## config.mk

```make
export PLATFORM = sky130hd
export DESIGN_NAME = serial_subtractor
export DESIGN_NICKNAME = d
export VERILOG_FILES = /design/src/rtl/serial_subtractor.sv
export SDC_FILE = /design/constraint.sdc
export NUM_CORES = 1
export LEC_CHECK = 0
export ABC_AREA = 1
export CAP_MARGIN = 10
export CORE_MARGIN = 8
export CORE_UTILIZATION = 30
export CTS_CLUSTER_SIZE = 10
export DETAILED_ROUTE_END_ITERATION = 8
export GPL_TIMING_DRIVEN = 0
export SLEW_MARGIN = 10
export SYNTH_ARGS = -nofsm -noshare
export SYNTH_HDL_FRONTEND = slang
export SYNTH_SLANG_ARGS = --single-unit
export TNS_END_PERCENT = 5
```

## constraint.sdc

```tcl
create_clock -name clk -period 1.4 [get_ports clk]
set_input_delay 0.42 -clock clk [delete_from_list [all_inputs] [get_ports clk]]
set_output_delay 0.42 -clock clk [all_outputs]
set_load 0.005 [all_outputs]
```

## src/rtl/serial_subtractor.sv

```systemverilog
// Bit-serial N-bit subtractor: a - b - bin, one bit per clock, LSB first.
// A single full-subtractor cell is reused with a borrow flop; start/done handshake.
module serial_subtractor #(
    parameter int unsigned WIDTH = 8
) (
    input  logic             clk,
    input  logic             rst_n,
    input  logic             start,
    input  logic [WIDTH-1:0] a,
    input  logic [WIDTH-1:0] b,
    input  logic             bin,
    output logic             busy,
    output logic             done,
    output logic [WIDTH-1:0] diff,
    output logic             bout,
    output logic             ovf
);

    localparam int unsigned CNT_W = $clog2(WIDTH + 1);
    localparam logic [CNT_W-1:0] LastCnt = CNT_W'(WIDTH - 1);

    typedef enum logic [1:0] {StIdle, StBusy, StDone} state_t;

    state_t           state_q, state_d;
    logic [WIDTH-1:0] a_sh_q, a_sh_d;
    logic [WIDTH-1:0] b_sh_q, b_sh_d;
    logic [WIDTH-1:0] res_q, res_d;
    logic             borrow_q, borrow_d;
    logic [CNT_W-1:0] count_q, count_d;
    logic             a_msb_q, a_msb_d;
    logic             b_msb_q, b_msb_d;
    logic [WIDTH-1:0] diff_q, diff_d;
    logic             bout_q, bout_d;
    logic             ovf_q, ovf_d;

    logic             cell_x, cell_y, cell_r;
    logic             cell_d, cell_rn;
    logic [WIDTH:0]   res_ext;
    logic [WIDTH-1:0] res_shift;

    // Full-subtractor cell on the current LSBs and the stored borrow.
    always_comb begin
        cell_x    = a_sh_q[0];
        cell_y    = b_sh_q[0];
        cell_r    = borrow_q;
        cell_d    = cell_x ^ cell_y ^ cell_r;
        cell_rn   = (~cell_x & cell_y) | (~(cell_x ^ cell_y) & cell_r);
        res_ext   = {cell_d, res_q};
        res_shift = res_ext[WIDTH:1];
    end

    always_comb begin
        state_d  = state_q;
        a_sh_d   = a_sh_q;
        b_sh_d   = b_sh_q;
        res_d    = res_q;
        borrow_d = borrow_q;
        count_d  = count_q;
        a_msb_d  = a_msb_q;
        b_msb_d  = b_msb_q;
        diff_d   = diff_q;
        bout_d   = bout_q;
        ovf_d    = ovf_q;

        unique case (state_q)
            StIdle, StDone: begin
                // Inputs are only looked at on an accepted start.
                if (start) begin
                    a_sh_d   = a;
                    b_sh_d   = b;
                    borrow_d = bin;
                    a_msb_d  = a[WIDTH-1];
                    b_msb_d  = b[WIDTH-1];
                    res_d    = '0;
                    count_d  = '0;
                    state_d  = StBusy;
                end else begin
                    state_d = StIdle;
                end
            end
            StBusy: begin
                a_sh_d   = a_sh_q >> 1;
                b_sh_d   = b_sh_q >> 1;
                res_d    = res_shift;
                borrow_d = cell_rn;
                count_d  = count_q + CNT_W'(1);
                if (count_q == LastCnt) begin
                    diff_d  = res_shift;
                    bout_d  = cell_rn;
                    ovf_d   = (a_msb_q != b_msb_q) && (res_shift[WIDTH-1] != a_msb_q);
                    state_d = StDone;
                end
            end
            default: state_d = StIdle;
        endcase
    end

    always_ff @(posedge clk or negedge rst_n) begin
        if (!rst_n) begin
            state_q  <= StIdle;
            a_sh_q   <= '0;
            b_sh_q   <= '0;
            res_q    <= '0;
            borrow_q <= 1'b0;
            count_q  <= '0;
            a_msb_q  <= 1'b0;
            b_msb_q  <= 1'b0;
            diff_q   <= '0;
            bout_q   <= 1'b0;
            ovf_q    <= 1'b0;
        end else begin
            state_q  <= state_d;
            a_sh_q   <= a_sh_d;
            b_sh_q   <= b_sh_d;
            res_q    <= res_d;
            borrow_q <= borrow_d;
            count_q  <= count_d;
            a_msb_q  <= a_msb_d;
            b_msb_q  <= b_msb_d;
            diff_q   <= diff_d;
            bout_q   <= bout_d;
            ovf_q    <= ovf_d;
        end
    end

    assign busy = (state_q == StBusy);
    assign done = (state_q == StDone);
    assign diff = diff_q;
    assign bout = bout_q;
    assign ovf  = ovf_q;

endmodule

```

==> metrics.txt <==
Cells after Synth roughly 230; WL final 3.994 mm; antenna violations before repair 0; IR drop worst, VDD ~0.00072 V; fmax between 600 and 700 MHz; GPL Wtd Cong roughly 0.76; Hold WS between 0.09 and 0.1 ns; CTS tree built; Slew Limit Headroom between 60% and 70%; Pwr Density between 2000 and 2500 mW/mm2; final cell count without fillers between 300 and 400; Starting Density a little under a third; # rows 28; Reg clk slew, reported paths approximately 0.070 ns; die area about 0.0089 mm2; violated checks negative setup slack; I/O Buffers 31; Synth area leader dfrtp_1; Area contributors post-synth dfrtp_1 57%, nand2_1 25%, inv_1 6.5%; post-detail-place hpwl approximately 2.9 mm; Synth Net Count 255; # clock sinks 42; Die Ht 94.54 um; clk_skew about 0.0032 ns; Fin. Hold Viols 0; Synth top area share between 50 and 60%; Worst Tran Pin Value around 0.5 ns; unrepaired setup endpoints after global routing true; synthesized area per cell a little under 8 um2; total track usage 9.676%; Slew Viols, Final 0; NumNets Final approximately 300; vias per cell around 4.2; Die W roughly 95 um; total gr overflow 0; IO Pins 32; status finished with violations; WP data required slightly below 1 ns; YS warnings 0; Worst setup SP type flop; first-pass detailed-route iteration total 4; sequential share of the synthesized area between 50% and 60%; crit path DAT ~1.0 ns; Syn Std Cell Area about 0.0019 mm2; Setup WS post-layout -0.02881 ns; crit path time final about 1.4 ns; Lkg Pwr 0.001321 uW; CP Max Fanout 3; Synth async-reset ratio 100.0%; Final ANT Viol Nets 0; initial DRC count 38; flop2flop setup slack ~0.04 ns; DR WL/cell between 10 and 15 um; Area Growth Syn to Fin 31.51%; latest clock arrival within the worst-skew pair ~0.28 ns; Distinct cells, synth 17; Setup Viol. Count Final 2; Setup crit end kind output port; DRC 0; core footprint about 0.0060 mm2; Inst Count DP 340; period utilization 102.1%; Num CTS Buffers 5; via count roughly 1500; n_diodes 0; H-Tree Level Count 2; vias in the first global route 1504; first-pass GRT wire length ~6.8 mm; pin count of the biggest net entering global routing 24; predominant post-synthesis flop cell dfrtp_1; clock buffer depth 2; total power 5064 uW; clk root buf clkbuf_8; Hold Path Class input pin to async pin; layout cell share with drive strength beyond 1 13.04%; Worst Setup Path Type flop to output port; Post-synth EDFFs 0; Max Cap Viol 0; final setup TNS -0.04153 ns; synthesized flop and latch total between 40 and 50
flip-flops by register name, summed over array words and instances, names as in the netlist, 2 cells and up:
register,count
diff,8
state_q,2
count_q,4
b_sh_q,8
res_q,7
a_sh_q,8
cells in the final DEF (no fill, tap or decap), types with 2 or more instances in the layout:
cell,instances
buf_2,3
buf_4,7
buf_6,4
clkbuf_8,6
clkdlybuf4s50_1,17
dfrtp_1,42
dlygate4sd2_1,11
inv_1,28
inv_2,5
nand2_1,122
nand2_2,2
nand3_1,5
nor2_1,2
nor2_4,3
o21ai_0,3
o22ai_1,7
path summary, 6_finish.rpt:
kind / from / end / depth (start not counted)
worst min-delay path: rst_n / diff[3] / 1
worst max register to register: b_sh_q[0] / ovf / 7
min in group clk: res_q[5] / diff[4] / 2
max in group asynchronous: rst_n / a_sh_q[1] / 2
worst min register to register: res_q[5] / diff[4] / 2
worst max-delay path: state_q[0] / done / 3
worst max-delay path: stages (launching register included):
cell and delay (ns):
dfrtp_1 0.40, buf_6 0.14, nor2_4 0.08, buf_6 0.10
timing repair:
| action | in CTS | in global routing |
|---|---|---|
| buffers inserted | 3 | 3 |
| gates resized for setup | 31 | 8 |
| hold buffers | 0 | 0 |
| pin swaps | 3 | 3 |
| cloned | 0 | 0 |
| setup endpoints to repair | 27 | 32 |
layer usage:
metal | vias up | GRT usage [%] | wire (um)
met1 | 663 | 11.73 | 1897
met4 | 0 | 2.731 | 44
li1 | 781 | - | -
met3 | 5 | 3.175 | 212
met2 | 25 | 16.05 | 1839
met5 | - | 0 | 0
cells in the mapped netlist (2+ instances only):
cell,number
buf_2,3
dfrtp_1,42
buf_4,3
o21ai_0,3
inv_1,32
nand2_2,2
nor2_1,5
nand2_1,123
nand3_1,6
o22ai_1,7
per-stage QoR:
step	util, %	area (um2)	worst slack (ns)
6_report	40.86	2434	-0.02881
2_1_floorplan	-	1851	0.1006
4_1_cts	40.27	2399	-0.07553
3_3_place_gp	37.86	2255	-1.228
3_5_place_dp	38.24	2277	-0.5142
5_1_grt	40.86	2434	-0.08177
where the power goes:
| group | leakage [uW] | internal, uW | switching [uW] |
|---|---|---|---|
| combinational | 0.000751 | 982 | 1240 |
| sequential | 0.000527 | 1770 | 321 |
| clock | 0.0000431 | 380 | 380 |
cell type report:
| cell class | count | area [um2] |
|---|---|---|
| clock buffer | 6 | 82.58 |
| inverter | 33 | 123.9 |
| sequential | 42 | 1051 |
| fill | 638 | 3522 |
| tap | 75 | 93.84 |
| timing repair buffer | 38 | 370.4 |
| buffer | 5 | 36.28 |
| multi-input combinational | 152 | 675.6 |
logic make-up (layout without fill, tap and decap cells):
logic type	count (synthesis)	count (layout)	share of synthesized area, %
AND/OR/NAND/NOR	139	139	29.28
adder cells (fa/ha/maj)	2	2	1.758
flip-flops	42	42	56.80
buffers and inverters	39	82	8.722
AO/OA/AOI/OAI	11	11	3.448
(Power assumes the default switching activity.)
